--- src/rtl/bus2st_lane_sched.sv ---
// bus2st_lane_sched
// Shares one memory read bus between NUM_LANES bus2st lanes in the clk_bus
// domain. A whole turbo packet (NUM_BUS_PER_TURBO_PKT beats) is granted to one
// idle lane, chosen round-robin, and the lane stays busy until it reports
// read-complete.
//
// Optional build macro: BUS2ST_SCHED_PKT_CNT_EN
//   defined   -> pkt_cnt counts dispatched packets (16-bit, wrapping)
//   undefined -> pkt_cnt is tied to 16'h0000 and no counter flops exist
//
// state  | meaning
// -------+----------------------------------------------------------------
// IDLE   | searching for an eligible lane (ready and not busy), in_ready=0
// GRANT  | lane selection registered, beat counter cleared, in_ready=0
// STREAM | accepting beats for the granted lane until the packet is full
// CLOSE  | packet done: mark lane busy, advance round-robin pointer

module bus2st_lane_sched #(
    parameter int NUM_LANES             = 4,
    parameter int BUS                   = 534,
    parameter int NUM_BUS_PER_TURBO_PKT = 25
) (
    input  logic                 clk_bus,
    input  logic                 rst,
    input  logic [BUS-1:0]       in_data,
    input  logic                 in_valid,
    output logic                 in_ready,
    output logic [BUS-1:0]       lane_data,
    output logic [NUM_LANES-1:0] lane_en,
    input  logic [NUM_LANES-1:0] lane_ready,
    input  logic [NUM_LANES-1:0] lane_complt,
    output logic [2:0]           cur_lane,
    output logic [NUM_LANES-1:0] lane_busy,
    output logic [15:0]          pkt_cnt
);

    typedef enum logic [1:0] {
        IDLE   = 2'd0,
        GRANT  = 2'd1,
        STREAM = 2'd2,
        CLOSE  = 2'd3
    } state_t;

    localparam logic [7:0] PKT_BEATS = 8'(NUM_BUS_PER_TURBO_PKT);
    localparam logic [7:0] LAST_BEAT = 8'(NUM_BUS_PER_TURBO_PKT - 1);
    localparam logic [3:0] LANES_W4  = 4'(NUM_LANES);

    state_t               state;
    state_t               state_nxt;
    logic [7:0]           beat_cnt;
    logic [2:0]           rr_ptr;
    logic [NUM_LANES-1:0] complt_q;
    logic [NUM_LANES-1:0] complt_rise;
    logic [NUM_LANES-1:0] elig;
    logic [NUM_LANES-1:0] elig_rot;
    logic [NUM_LANES-1:0] cur_onehot;
    logic [NUM_LANES-1:0] busy_set;
    logic                 sel_found;
    logic [2:0]           sel_idx;
    logic                 xfer;

    assign elig        = lane_ready & ~lane_busy;
    assign complt_rise = lane_complt & ~complt_q;
    assign cur_onehot  = NUM_LANES'(1) << cur_lane;
    assign xfer        = in_valid & in_ready;
    assign busy_set    = (state == CLOSE) ? cur_onehot : '0;

    // Rotate eligibility so bit 0 corresponds to rr_ptr; the lowest set bit
    // of the rotated vector is then the first eligible lane at or after rr_ptr.
    assign elig_rot = NUM_LANES'({elig, elig} >> rr_ptr);

    // Round-robin pick: lowest rotated offset wins, mapped back to a lane index.
    always_comb begin
        logic [3:0] sum;
        sel_found = 1'b0;
        sel_idx   = '0;
        sum       = '0;
        for (int k = NUM_LANES - 1; k >= 0; k--) begin
            if (elig_rot[k]) begin
                sel_found = 1'b1;
                sum       = {1'b0, rr_ptr} + 4'(k);
                sel_idx   = (sum >= LANES_W4) ? 3'(sum - LANES_W4) : 3'(sum);
            end
        end
    end

    // State register.
    always_ff @(posedge clk_bus or posedge rst) begin
        if (rst) begin
            state <= IDLE;
        end else begin
            state <= state_nxt;
        end
    end

    // Next-state and in_ready; the packet length is bounded by our own count,
    // never by lane_ready, so strobe-to-ready lag in the lane cannot overrun.
    always_comb begin
        state_nxt = state;
        in_ready  = 1'b0;
        unique case (state)
            IDLE: begin
                if (sel_found) begin
                    state_nxt = GRANT;
                end
            end
            GRANT: begin
                state_nxt = STREAM;
            end
            STREAM: begin
                in_ready = (beat_cnt < PKT_BEATS);
                if (in_valid && (beat_cnt == LAST_BEAT)) begin
                    state_nxt = CLOSE;
                end
            end
            CLOSE: begin
                state_nxt = IDLE;
            end
            default: begin
                state_nxt = IDLE;
            end
        endcase
    end

    // Lane selection, beat counting and round-robin pointer advance.
    always_ff @(posedge clk_bus or posedge rst) begin
        if (rst) begin
            cur_lane <= '0;
            beat_cnt <= '0;
            rr_ptr   <= '0;
        end else begin
            unique case (state)
                IDLE: begin
                    if (sel_found) begin
                        cur_lane <= sel_idx;
                    end
                end
                GRANT: begin
                    beat_cnt <= '0;
                end
                STREAM: begin
                    if (xfer) begin
                        beat_cnt <= beat_cnt + 8'd1;
                    end
                end
                CLOSE: begin
                    rr_ptr <= (int'(cur_lane) == NUM_LANES - 1) ? 3'd0 : cur_lane + 3'd1;
                end
                default: begin
                end
            endcase
        end
    end

    // Registered beat and one-hot strobe: exactly one cycle from accept to lane.
    always_ff @(posedge clk_bus or posedge rst) begin
        if (rst) begin
            lane_en   <= '0;
            lane_data <= '0;
        end else begin
            lane_en <= '0;
            if (xfer) begin
                lane_en   <= cur_onehot;
                lane_data <= in_data;
            end
        end
    end

    // Busy tracking: set on CLOSE, clear on a registered rising edge of
    // lane_complt; set wins when both hit the same lane in one cycle.
    always_ff @(posedge clk_bus or posedge rst) begin
        if (rst) begin
            complt_q  <= '0;
            lane_busy <= '0;
        end else begin
            complt_q  <= lane_complt;
            lane_busy <= (lane_busy & ~complt_rise) | busy_set;
        end
    end

`ifdef BUS2ST_SCHED_PKT_CNT_EN
    logic [15:0] pkt_cnt_q;

    // Dispatched-packet counter, one increment per CLOSE, wraps at 16 bits.
    always_ff @(posedge clk_bus or posedge rst) begin
        if (rst) begin
            pkt_cnt_q <= '0;
        end else if (state == CLOSE) begin
            pkt_cnt_q <= pkt_cnt_q + 16'd1;
        end
    end

    assign pkt_cnt = pkt_cnt_q;
`else
    assign pkt_cnt = 16'h0000;
`endif

endmodule
--- config.mk ---
export PLATFORM = sky130hd
export DESIGN_NAME = bus2st_lane_sched
export DESIGN_NICKNAME = d
export VERILOG_FILES = /design/src/rtl/bus2st_lane_sched.sv
export SDC_FILE = /design/constraint.sdc
export NUM_CORES = 1
export LEC_CHECK = 0
export CORE_AREA = 2 2 429 431
export DETAILED_ROUTE_END_ITERATION = 10
export DIE_AREA = 0 0 431 433
export PLACE_DENSITY = 0.39
export SLEW_MARGIN = 20
export SYNTH_ARGS = -nofsm -noshare
export SYNTH_HDL_FRONTEND = slang
export SYNTH_SLANG_ARGS = --single-unit
--- constraint.sdc ---
create_clock -name clk_bus -period 42.8 [get_ports clk_bus]
set_input_delay 4.28 -clock clk_bus [delete_from_list [all_inputs] [get_ports clk_bus]]
set_output_delay 4.28 -clock clk_bus [all_outputs]
set_load 0.02 [all_outputs]
* Word level (Yosys, flattened, before mapping) *
Cells that the tools add are included.
W data, S select, Z words.

storage, ports and cells
  register bits = 562
  input port bits = 545
  word-level logic and storage cells = 67
  output and inout bits = 562

operators by class
  bitwise gates (word level) = 8
  magnitude comparators = 5
  eq/ne operators = 8
  shifts and indexed selects = 2
  multiplexer cells = 21
  add/sub/neg operators = 9
  reductions and logical operators = 6

operator list
  operator               count
  $mux W3                9
  $pmux W8 S2            1
  $and A4 B4 Y4          3
  $ge A4 B3 Y1 const B   3
  $not A4 Y4             3
  $sub A3 B3 Y3 const B  4
  $add A3 B2 Y4 const B  2
  $add A8 B1 Y8 const B  1
  $eq A8 B5 Y1 const B   1
  $lt A8 B5 Y1 const B   1
  $mux W4                2
  $mux W8                1
  $pmux W2 S4            1
  $shr A8 B3 Y4          1
  $ne A2 B2 Y1 const B   3
  $reduce_and A2 Y1      3
  $mux W1                5
  $add A3 B1 Y4 const B  1
  $eq A2 B2 Y1 const B   2
  $mux W2                2
  $or A4 B4 Y4           1
  $shl A1 B3 Y4 const A  1
  $add A3 B1 Y3 const B  1
  $eq A3 B3 Y1 const B   1
  6 further kinds        6

* Logic depth before layout (Yosys ltp) *
  depth after elaboration = 9
  mapped depth = 9
  gate-level depth less buffers = 7

* Least setup slack after synthesis *
OpenSTA, ideal clock, no wires.

  path type = input-to-reg
  from = input port lane_ready[0]
  to = register state[1]
  setup time = 0.128 ns
  cell stages on the path = 5
  path slack = 37.198 ns
  path buffers = 0
  required time = 42.672 ns
  arrival time = 5.475 ns
  cell sequence = nor4bb_1 and3b_1 and2_4 a22oi_2 mux2_1

between the ends
  cells in the longest elaborated chain, start to end = 8

RTL lines
  element                               line  RTL
  from (decl)                           30    input logic [NUM_LANES-1:0] lane_ready,
  $and A4 B4 Y4 *                       62    assign elig = lane_ready & ~lane_busy;
  $shr A8 B3 Y4 *                       70    assign elig_rot = NUM_LANES'({elig, elig} >> rr_ptr);
  $mux W1 (3 in series)                 79    if (elig_rot[k]) begin
  $mux W1 *                             79
  $ne A2 B2 Y1 (no source line) *       n/a
  $reduce_and A2 Y1 (no source line) *  n/a
  to (signal assigned)                  92    state <= state_nxt;
  to (decl)                             48    state_t state;

Every way passes the cells marked *; elsewhere a longest branch is shown, timed or not.
A chain may end at the register's enable or synchronous reset.

* Worst setup path after layout *
  from = input port in_valid
  to = register lane_data[196]

between the ends
  cells in the longest elaborated chain, start to end = 1

RTL lines
  element               line  RTL
  from (decl)           26    input logic in_valid,
  $and A1 B1 Y1         65    assign xfer = in_valid & in_ready;
  to (signal assigned)  164   lane_data <= in_data;
  to (decl)             28    output logic [BUS-1:0] lane_data,

No other way between the ends.

==> flow_metrics.tcl <==
set metrics [dict create \
    finalClockSkew_ps 26.06 \
    first_pass_iters 5 \
    finalSetupTns_ps 0 \
    cap_viol_max_count 0 \
    drt_iter0_drc 1163 \
    grt-ovfl-total 0 \
    synth_warnings 0 \
    cts.clk_slew.worst_paths_ps 60 \
    crit_start "in_valid" \
    die_area_um2 186600 \
    synthArstFlopShare_pct 100.0 \
    clk_path_buf_depth 3 \
    dp_cells 5791 \
    drive_gt1_share_pct 3.921 \
    io_buffers 1090 \
    fin_area_um2 37520 \
    synth.distinct_cells 46 \
    num-fill-cells 20100 \
    wl_per_cell_um 20.63 \
    vias 19970 \
    grt_setup_unrepaired "false" \
    reg2reg_to "lane_data[196]" \
    min_period_ps 7953 \
    drc 0 \
    layout_commonest_cell "nand2_1" \
    dpl_worst_slack_ps 34040 \
    holdPathEnd "lane_data[22]" \
    routed_wl_mm 122.5 \
    min-delay-start "lane_data[22]" \
    area.growth.synth_to_final_pct 73.65 \
    rows 157 \
    insertion_delay_ps 690 \
    ir_drop_v 0.00003171 \
    final_cells 5938 \
    r2r_cells 8 \
    place_area_um2 35050 \
    final_cell_mix "1,612 x nand2_1, 1,090 x clkdlybuf4s50_1, 562 x dfrtp_1" \
    synth_edf_count 0 \
    synth-seq-cells 562 \
    vias_per_cell 3.363 \
    ff2ff_setup_slack_ps 37890 \
    core_area_um2 182100 \
    final_hold_viol_count 0 \
    finalMaxSlewViolations 0 \
    start_util_pct 11.86 \
    postCtsSetupRepairBufs 0 \
    io-pin-count 1107 \
    powerDensity_nw_per_um2 79.25 \
    start_kind "input pin" \
    antenna_found_initial 28 \
    syn_inst 2418 \
    timing.rr.start "beat_cnt[6]" \
    cts_hold_buffers 0 \
    max_freq_mhz 125.7 \
    hold_path_depth 2 \
    synth_ff_type "dfrtp_1" \
    cp.required_ps 43410 \
    fin_nets 4042 \
    setup_viol 0 \
    cp.arrival_ps 8560 \
    cts_resized 0 \
    grt_start_max_net_pins 154 \
    avgSynthCellArea_um2 8.935 \
    path_max_fanout 86 \
    cts_max_level 3 \
    cts_made_buffers 77 \
    critPathCaptureType "register" \
    status "finished clean" \
    grt_pass1_vias 20360 \
    die_width_um 431 \
    syn_area_um2 21610 \
    critPathKind "in2reg" \
    max_slew_margin_pct 28.53 \
    dp_hpwl_mm 93.91 \
    ys_seq_area_share_pct 65.09 \
    min_path_type "reg2reg" \
    grtUsageTotal_pct 12.61 \
    multi_input_area_um2 6859 \
    layout_setup_ws_ps 34850 \
    die_y_um 433 \
    root_buffer "clkbuf_16" \
    cts_tree "built" \
    max_slew.worst_pin.slew_ps 1072 \
    gp_congestion 0.8862 \
    period_share_pct 18.58 \
    power_leakage_nw 17.44 \
    grt_pass1_wl_mm 166.4 \
    ant_nets 0 \
    cts_sinks 562 \
    ff_latch_area_um2 14060 \
]
## final cells by class
class,instances,share of cell area (%)
inverters,12,0.1401
repair buffers,1110,29.57
flip-flops and latches,562,37.48
diodes,8,0.05336
clock buffers,119,5.959
well taps,2385,7.954
multi-input cells,1722,18.28
clock inverters,20,0.5603
## worst max path at each step
| stage | to | cells past startpoint |
|---|---|---|
| after floorplan | beat_cnt[0] | 1 |
| after global placement | lane_data[197] | 8 |
| after detailed placement | lane_data[527] | 8 |
| after CTS | lane_data[73] | 8 |
| after global routing | lane_data[129] | 8 |
| final | lane_data[196] | 8 |
## through the flow
step,hold slack [ps],util [%],total power [mW]
floorplan,454.5,-,1.556
global placement,456.2,19.25,2.359
detailed placement,460.9,19.25,2.359
CTS,474.9,20.59,3.034
global route,487.5,20.60,3.159
finish,468.5,20.60,2.973
## cell families (layout without fill, tap and decap cells)
kind of cell	Yosys count	after routing	share of synthesized area [%]
AND/OR/NAND/NOR	1659	1659	29.38
flip-flops	562	562	65.09
buffers and inverters	149	1261	3.544
AO/OA/AOI/OAI	32	32	1.141
adder cells (fa/ha/maj)	12	12	0.6949
XOR/XNOR	2	2	0.08109
other	1	24	0.01736
multiplexers	1	1	0.05212
## power breakdown
part / switching, mW / total [mW] / internal [mW]
clock: 0.275 / 0.643 / 0.368
combinational: 0.803 / 1.38 / 0.576
sequential: 0.173 / 0.951 / 0.778
## sequential cells by signal, indices dropped and copies added, names as in the netlist
register and cells:
beat_cnt 8, complt_q 4, cur_lane 3, lane_busy 4, lane_data 534, lane_en 4, rr_ptr 3, state 2
## metal layers
layer	share of wire (%)	vias to the layer above	track usage (%)
met5	0.022	-	0
met4	2.6	4	3.980
met3	8.1	156	4.536
met2	49	709	21.31
met1	40	9649	14.81
li1	-	9452	-
## cell usage after synthesis (all sizes together) (2+ instances only)
library cell,instances,area share (%)
a21oi,2,0.046
a22o,4,0.16
a31oi,3,0.087
and2,6,0.19
and3b,3,0.12
buf,128,3.2
clkbuf,9,0.16
dfrtp,562,65
ha,12,0.69
inv,12,0.21
nand2,1612,28
nand2b,8,0.23
nand4,2,0.058
nor2,7,0.12
nor2b,6,0.17
nor3,2,0.046
nor3b,5,0.17
o21ai,4,0.093
o22ai,3,0.087
o311ai,2,0.081
or2,2,0.058
or3,2,0.058
xor2,2,0.081
## critical path: stages
cell and delay [ps]:
clkdlybuf4s50_1 570, o2111a_4 530, buf_4 850, buf_4 680
buf_4 390, buf_4 780, nand2_1 160, nand2_1 90
No activity file was read; power rests on OpenSTA's default activity.
